[config.mk]
export PLATFORM = sky130hd
export DESIGN_NAME = multicycle_ctrl
export DESIGN_NICKNAME = d
export VERILOG_FILES = /design/src/rtl/multicycle_ctrl.sv
export SDC_FILE = /design/constraint.sdc
export NUM_CORES = 1
export LEC_CHECK = 0
export CAP_MARGIN = 20
export CORE_MARGIN = 2
export CORE_UTILIZATION = 67
export DETAILED_ROUTE_END_ITERATION = 10
export DONT_BUFFER_PORTS = 1
export PLACE_DENSITY = 0.83
export SKIP_CTS_REPAIR_TIMING = 1
export SYNTH_ARGS = -nofsm -noshare
export SYNTH_HDL_FRONTEND = slang
export SYNTH_SLANG_ARGS = --single-unit
[constraint.sdc]
create_clock -name clk -period 4.7 [get_ports clk]
set_input_delay 0.235 -clock clk [delete_from_list [all_inputs] [get_ports clk]]
set_output_delay 0.235 -clock clk [all_outputs]
set_load 0.01 [all_outputs]
[src/rtl/multicycle_ctrl.sv]
// Multi-cycle control FSM for the 16-bit MIPS datapath: sequences fetch/decode/execute/memory/writeback
// over a shared memory, stretches memory states on mem_ready, counts retired instructions, halts on timeout.
module multicycle_ctrl #(
  parameter int TIMEOUT = 15,
  parameter int CNT_W   = 16
) (
  input  logic             clk,
  input  logic             reset,
  input  logic [2:0]       opcode,
  input  logic [3:0]       funct,
  input  logic             zero,
  input  logic             mem_ready,
  output logic             pc_write,
  output logic             pc_write_cond,
  output logic             ir_write,
  output logic             i_or_d,
  output logic             mem_read,
  output logic             mem_write,
  output logic [1:0]       reg_dst,
  output logic [1:0]       mem_to_reg,
  output logic             reg_write,
  output logic             alu_src_a,
  output logic [1:0]       alu_src_b,
  output logic [1:0]       alu_op,
  output logic [1:0]       pc_source,
  output logic             sign_or_zero,
  output logic             bus_err,
  output logic [CNT_W-1:0] instr_count,
  output logic [3:0]       state
);

  localparam int WC_W = $clog2(TIMEOUT + 1);

  typedef enum logic [3:0] {
    S_FETCH  = 4'd0,  S_DECODE = 4'd1,  S_MEMADR = 4'd2,  S_MEMRD  = 4'd3,
    S_MEMWB  = 4'd4,  S_MEMWR  = 4'd5,  S_RTYPE  = 4'd6,  S_RWB    = 4'd7,
    S_SLI    = 4'd8,  S_ADDI   = 4'd9,  S_IWB    = 4'd10, S_BRANCH = 4'd11,
    S_JUMP   = 4'd12, S_JAL    = 4'd13, S_JR     = 4'd14, S_HALT   = 4'd15
  } state_t;

  state_t            state_q, state_d;
  logic [WC_W-1:0]   wait_q, wait_d;
  logic              bus_err_q, bus_err_d;
  logic [CNT_W-1:0]  cnt_q, cnt_d;
  logic              mem_wait;

  // The beq compare is resolved in the datapath through pc_write_cond.
  logic unused_zero;
  assign unused_zero = zero;

  always_ff @(posedge clk or posedge reset) begin
    if (reset) begin
      state_q   <= S_FETCH;
      wait_q    <= '0;
      bus_err_q <= 1'b0;
      cnt_q     <= '0;
    end else begin
      state_q   <= state_d;
      wait_q    <= wait_d;
      bus_err_q <= bus_err_d;
      cnt_q     <= cnt_d;
    end
  end

  always_comb begin
    state_d       = state_q;
    wait_d        = '0;
    bus_err_d     = bus_err_q;
    cnt_d         = cnt_q;
    pc_write      = 1'b0;
    pc_write_cond = 1'b0;
    ir_write      = 1'b0;
    i_or_d        = 1'b0;
    mem_read      = 1'b0;
    mem_write     = 1'b0;
    reg_dst       = 2'b00;
    mem_to_reg    = 2'b00;
    reg_write     = 1'b0;
    alu_src_a     = 1'b0;
    alu_src_b     = 2'b00;
    alu_op        = 2'b00;
    pc_source     = 2'b00;
    sign_or_zero  = 1'b1;

    unique case (state_q)
      S_FETCH: begin
        mem_read  = 1'b1;
        alu_src_b = 2'b01;
        alu_op    = 2'b11;
        if (mem_ready) begin
          ir_write = 1'b1;
          pc_write = 1'b1;
          state_d  = S_DECODE;
        end
      end
      S_DECODE: begin
        alu_src_b = 2'b11;
        alu_op    = 2'b11;
        case (opcode)
          3'b000:         state_d = (funct == 4'b1000) ? S_JR : S_RTYPE;
          3'b001:         state_d = S_SLI;
          3'b010:         state_d = S_JUMP;
          3'b011:         state_d = S_JAL;
          3'b100, 3'b101: state_d = S_MEMADR;
          3'b110:         state_d = S_BRANCH;
          default:        state_d = S_ADDI;
        endcase
      end
      S_MEMADR: begin
        alu_src_a = 1'b1;
        alu_src_b = 2'b10;
        alu_op    = 2'b11;
        state_d   = (opcode == 3'b100) ? S_MEMRD : S_MEMWR;
      end
      S_MEMRD: begin
        i_or_d   = 1'b1;
        mem_read = 1'b1;
        if (mem_ready) state_d = S_MEMWB;
      end
      S_MEMWB: begin
        mem_to_reg = 2'b01;
        reg_write  = 1'b1;
        state_d    = S_FETCH;
      end
      S_MEMWR: begin
        i_or_d    = 1'b1;
        mem_write = 1'b1;
        if (mem_ready) state_d = S_FETCH;
      end
      S_RTYPE: begin
        alu_src_a = 1'b1;
        state_d   = S_RWB;
      end
      S_RWB: begin
        reg_dst   = 2'b01;
        reg_write = 1'b1;
        state_d   = S_FETCH;
      end
      S_SLI: begin
        alu_src_a    = 1'b1;
        alu_src_b    = 2'b10;
        alu_op       = 2'b10;
        sign_or_zero = 1'b0;
        state_d      = S_IWB;
      end
      S_ADDI: begin
        alu_src_a = 1'b1;
        alu_src_b = 2'b10;
        alu_op    = 2'b11;
        state_d   = S_IWB;
      end
      S_IWB: begin
        reg_write = 1'b1;
        state_d   = S_FETCH;
      end
      S_BRANCH: begin
        alu_src_a     = 1'b1;
        alu_op        = 2'b01;
        pc_write_cond = 1'b1;
        pc_source     = 2'b01;
        state_d       = S_FETCH;
      end
      S_JUMP: begin
        pc_write  = 1'b1;
        pc_source = 2'b10;
        state_d   = S_FETCH;
      end
      S_JAL: begin
        pc_write   = 1'b1;
        pc_source  = 2'b10;
        reg_dst    = 2'b10;
        mem_to_reg = 2'b10;
        reg_write  = 1'b1;
        state_d    = S_FETCH;
      end
      S_JR: begin
        pc_write  = 1'b1;
        pc_source = 2'b11;
        state_d   = S_FETCH;
      end
      S_HALT:  state_d = S_HALT;
      default: state_d = S_FETCH;
    endcase

    // The TIMEOUT-th consecutive wait cycle is fatal; a ready on that cycle still succeeds.
    mem_wait = ((state_q == S_FETCH) || (state_q == S_MEMRD) || (state_q == S_MEMWR)) && !mem_ready;
    if (mem_wait) begin
      if (wait_q == WC_W'(TIMEOUT - 1)) begin
        bus_err_d = 1'b1;
        state_d   = S_HALT;
      end else begin
        wait_d = wait_q + 1'b1;
      end
    end

    if ((state_d == S_FETCH) && (state_q != S_FETCH) && (state_q != S_HALT))
      cnt_d = cnt_q + 1'b1;
  end

  assign bus_err     = bus_err_q;
  assign instr_count = cnt_q;
  assign state       = state_q;

endmodule
==> flow_summary.yaml, run 1 <==
status:
  status: "finished with violations"
  violations: "hold timing"
flow_run:
  maxCapViolCount: 0
worst_setup_path:
  worstPathArrival_ns: 3.33
  cp_num_buf_inv: 0
  crit_type: "register to register"
  cp.required_ns: 4.94
  crit_path_end_kind: "register"
  cpPeakStageDelay_ns: 0.85
  cp_cell_sequence: "nand2b_1 > or4_1 > nand2_1 > a22o_1 > nor3_1 > mux2_1"
  startpoint_type: "register"
  worst_path_max_delay_cell: "dfrtp_1"
  path_max_fanout: 23
  crit_family: "simple AND/OR/NAND/NOR gates"
synthesis:
  synthTopCellsByCount: "dfrtp_1 (25), xor2_1 (19), nand2_1 (16), nor2_1 (16), nand3_1 (11)"
  ys.flop_type: "dfrtp_1"
  ys_seq_area_frac: 0.363
  syn_inst: 186
  ys_warn_count: 0
  synth.distinct_cells: 45
  synth_most_common_cell: "dfrtp_1"
  syn_nets: 200
  synth_edf_count: 0
  synth_top_area_cell: "dfrtp_1"
  avgSynthCellArea_um2: 9.27
  synth_area_um2: 1720
  ys_ff_latch: 25
  netlist_top_cells_area: "dfrtp_1 (36%), xor2_1 (9.7%), nor4_2 (5.8%)"
  async_flop_share: 1.00
  synth_top_area_frac: 0.363
clock_network:
  clock_latency_ns: 0.33
  clock_path_buffers: 2
  h-tree-depth: 1
  cts-root-buf: "clkbuf_4"
  cts.sinks: 25
  path_clk_slew_ns: 0.15
  numCtsBuffers: 3
  cts_tree: "yes"
route:
  firstDrtPassIters: 4
  dr.first_iter.drc_count: 43
  drcViolationCount: 0
  wirelength_um: 3420
  avgViaCountPerCell: 6.53
  vias: 1345
  ant_nets: 0
  wl_per_cell_um: 16.6
timing:
  fin_skew_ns: 0.00802
  rsz0062_at_grt: "false"
  drv_slew: 0
  fin_ws_ns: 1.61
  finalHoldViolCount: 25
  tightest_slew_ns: 0.926
  finalCritPeriodShare: 0.658
  fin_hold_ws_ns: -0.0304
  finalSetupViolations: 0
  relSlewSlack: 0.382
  finalCriticalPeriod_ns: 3.09
  setup_tns_ns: 0
  fmax_mhz: 323
floorplanning:
  ios: 51
  core-area_um2: 2450
  floorplan.rows: 18
  dieHeight_um: 54.7
  die_x_um: 54.7
  dieArea_um2: 3000
  start_util: 0.702
power:
  power_uw: 993
  irDropWorstVdd_mv: 0.482
  leakage_nw: 0.774
  p_sw_frac: 0.527
  power.density_nw_per_um2: 579
  combPwrFrac: 0.488
  p_seq_frac: 0.406
  power_switching_uw: 523
  clkPwrFrac: 0.106
  internal_power_uw: 470
worst_hold_path:
  hp-class: "input port to async pin"
layout:
  n_fill_cell: 191
  diodes: 0
  drive_gt1_frac: 0.136
  stdcell_count: 206
  syn_to_final_growth_pct: -0.581
  fin_nets: 191
  final_cell_area_um2: 1710
global_routing:
  grt_pass1_vias: 1216
  grt_pass1_wl_um: 5450
  antenna_found_initial: 0
  grt_start_max_net_pins: 26
  grt_util_all_layers: 0.252
  gr-total-overflow: 0
place:
  gp_congestion: 0.851
  dp_slack_ns: 1.64
  dp_cells: 202
  placed_area_um2: 1680
  place_hpwl_um: 2390
  portBuffers: 0
stage by stage:
step                hold WS (ns)   util
finish                   -0.0304  0.698
floorplan                  0.262      -
global placement           0.364  0.686
CTS                     -0.00182  0.698
detailed placement         0.388  0.686
global route              0.0449  0.698
flip-flops by register name, indices dropped and copies added, names as in the netlist:
signal	flops
bus_err	1
state	4
instr_count	16
wait_q	4
kinds of logic after synthesis:
logic type / count (synthesis) / share of synthesized area
multiplexers: 3 / 0.0189
buffers and inverters: 19 / 0.0566
AO/OA/AOI/OAI: 21 / 0.0871
AND/OR/NAND/NOR: 95 / 0.351
adder cells (fa/ha/maj): 3 / 0.0218
XOR/XNOR: 20 / 0.102
flip-flops: 25 / 0.363
worst reg2reg max path: cells and delay by family (launching register included):
kind	cells	cell delay, ns
flip-flops	1	0.85
multiplexers	1	0.35
AND/OR/NAND/NOR	4	1.10
AO/OA/AOI/OAI	1	0.69
layout make-up:
class                   instances  area, um^2  share of cell area
well taps                      30        37.5              0.0219
multi-input cells             142        1000               0.584
clock inverters                 1        8.76             0.00511
clock buffers                   3        22.5              0.0131
inverters                       5        18.8              0.0109
flip-flops and latches         25         626               0.365
routing by layer:
| layer | share of wire | track usage | up-vias |
|---|---|---|---|
| met1 | 0.43 | 0.340 | 647 |
| met4 | 0.012 | 0.0708 | 0 |
| li1 | - | - | 644 |
| met5 | 0 | 0 | - |
| met3 | 0.071 | 0.0738 | 6 |
| met2 | 0.49 | 0.393 | 48 |
final timing paths:
path / startpoint / endpoint / slack [ns] / cells after the start
worst min register to register: wait_q[0] / wait_q[0] / 0.49 / 1
worst min-delay path: reset / wait_q[1] / -0.03 / 1
max in group asynchronous: reset / instr_count[7] / 4.16 / 1
worst max-delay path: state[2] / instr_count[1] / 1.61 / 6
worst max register to register: state[2] / instr_count[1] / 1.61 / 6
min in group clk: mem_ready / wait_q[1] / 0.19 / 3
power by group through the flow:
stage / Clock, mW / Sequential, mW / Combinational [mW]
floorplan: 0 / 0.334 / 0.514
CTS: 0.107 / 0.405 / 0.486
detailed placement: 0 / 0.409 / 0.483
global route: 0.113 / 0.421 / 0.539
finish: 0.105 / 0.404 / 0.484
global placement: 0 / 0.404 / 0.468
cells in the final DEF (no fill, tap or decap), types with 2 or more instances in the layout:
cell,n
xor2_1,19
or4_1,2
o22ai_1,3
or2_2,3
dfrtp_1,25
nand2_1,16
nand3_1,11
or3b_2,2
nor2_1,16
ha_1,3
nor3_1,10
nor4_2,8
nor4_1,2
and3_1,5
a31oi_1,2
nand3b_1,2
inv_1,5
clkbuf_4,3
nand2b_1,4
o21ai_0,4
a21oi_1,6
nor4b_1,5
No activity file was read; power rests on OpenSTA's default activity.
==> run 2, diff against run 1 <==
--- a/config.mk
+++ b/config.mk
@@ -7,10 +7,10 @@
 export LEC_CHECK = 0
 export CAP_MARGIN = 20
 export CORE_MARGIN = 2
-export CORE_UTILIZATION = 67
+export CORE_UTILIZATION = 57
 export DETAILED_ROUTE_END_ITERATION = 10
 export DONT_BUFFER_PORTS = 1
-export PLACE_DENSITY = 0.83
+export PLACE_DENSITY = 0.75
 export SKIP_CTS_REPAIR_TIMING = 1
 export SYNTH_ARGS = -nofsm -noshare
 export SYNTH_HDL_FRONTEND = slang
==> constraint.sdc (replaced) <==
create_clock -name clk -period 2.7 [get_ports clk]
set_input_delay 0.135 -clock clk [delete_from_list [all_inputs] [get_ports clk]]
set_output_delay 0.135 -clock clk [all_outputs]
set_load 0.01 [all_outputs]
==> flow_summary.yaml, run 2 (synthesis results as in run 1) <==
status:
  status: "complete, no violations"
layout:
  mostFrequentLayoutCell: "dfrtp_1"
  regArea_um2: 626
  syn_to_final_growth_pct: 3.27
  drive_gt1_frac: 0.168
  fin_nets: 200
  diodes: 0
  final_cell_mix: "dfrtp_1 (25), xor2_1 (19), nor2_1 (16), nand2_1 (16), nand3_1 (11)"
  largest_reg_flops: 16
  n_fill_cell: 234
  multi_input_area_um2: 1000
route:
  firstDrtPassIters: 4
  dr.first_iter.drc_count: 73
  ant_nets: 0
  wl_per_cell_um: 16.7
  avgViaCountPerCell: 6.50
  wirelength_um: 3620
  vias: 1405
  drcViolationCount: 0
worst_setup_path:
  crit_type: "register to register"
  crit_path_end_kind: "register"
  reg2reg_from: "state[1]"
  startpoint_type: "register"
  cp.required_ns: 2.92
  r2r_slack_ns: 0.25
  path_max_fanout: 13
  regToRegEndpoint: "instr_count[1]"
  ff2ff_path_depth: 7
  worstPathArrival_ns: 2.67
clock_network:
  cts_tree: "yes"
  cts.sinks: 25
  h-tree-depth: 1
  cts-root-buf: "clkbuf_4"
  clock_path_buffers: 2
  path_clk_slew_ns: 0.13
  numCtsBuffers: 3
  clock_latency_ns: 0.32
timing:
  drv_slew: 0
  finalHoldViolCount: 0
  fin_hold_ws_ns: 0.111
  rsz0062_at_grt: "false"
  relSlewSlack: 0.384
  fmax_mhz: 409
  finalCritPeriodShare: 0.906
  finalCriticalPeriod_ns: 2.45
  setup_tns_ns: 0
  finalSetupViolations: 0
  tightest_slew_ns: 0.923
  fin_skew_ns: 0.00378
floorplanning:
  ios: 51
  floorplan.rows: 19
  dieHeight_um: 59
  dieArea_um2: 3480
  start_util: 0.615
  core-area_um2: 2810
  die_x_um: 59
global_routing:
  antenna_found_initial: 0
  grt_util_all_layers: 0.231
  grt_pass1_vias: 1341
  grt_start_max_net_pins: 26
  grt_pass1_wl_um: 6200
  gr-total-overflow: 0
worst_hold_path:
  min-delay-start: "mem_ready"
  hp-class: "input port to register"
  holdPathEnd: "wait_q[1]"
  whs_path_depth: 3
place:
  gp_congestion: 0.918
  place_hpwl_um: 2690
  portBuffers: 0
power:
  irDropWorstVdd_mv: 0.772
  power.density_nw_per_um2: 1020
  leakage_nw: 0.815
flow_run:
  maxCapViolCount: 0
run 2: critical path: stages, from the launching register on:
cell and delay, ns:
dfrtp_1 0.55, buf_4 0.27, xor2_1 0.26, mux2i_1 0.15, nand2_1 0.20, nand4b_4 0.12
nor3_1 0.43, mux2_1 0.37
run 2: routing by layer:
| layer | up-vias | routed length [um] | track usage |
|---|---|---|---|
| met4 | 0 | 70 | 0.0844 |
| met3 | 10 | 195 | 0.0699 |
| met5 | - | 0 | 0 |
| met2 | 50 | 1800 | 0.357 |
| li1 | 659 | - | - |
| met1 | 686 | 1550 | 0.307 |
run 2: worst max-delay path by stage:
stage / startpoint / end / depth (start not counted)
5_1_grt: state[1] / instr_count[3] / 8
3_3_place_gp: state[3] / instr_count[1] / 6
4_1_cts: state[1] / instr_count[7] / 8
6_report: state[1] / instr_count[1] / 7
2_1_floorplan: state[0] / instr_count[1] / 7
3_5_place_dp: state[3] / instr_count[7] / 7
run 2: stage by stage:
step           total power [mW]  cell area [um^2]  setup slack [ns]  instances  utilization
4_1_cts                    1.82              1770             0.265        215        0.631
2_1_floorplan              1.48              1720             0.611        186            -
5_1_grt                    1.96              1780            0.0726        216        0.635
3_5_place_dp               1.65              1740             0.303        211        0.622
6_report                   1.82              1780             0.254        216        0.635
3_3_place_gp               1.62              1740             0.347        211        0.622
run 2: final cells by class:
type,count,share of cell area
Inverter,5,0.0105
Timing Repair Buffer,9,0.0394
Tap cell,31,0.0218
Sequential cell,25,0.351
Clock buffer,4,0.0148
Multi-Input combinational cell,142,0.562
run 2: report_power, final:
part	internal, mW	switching, mW	total (mW)
clock network	0.0580	0.111	0.169
logic	0.377	0.666	1.04
registers	0.460	0.151	0.611
total	0.895	0.928	1.82
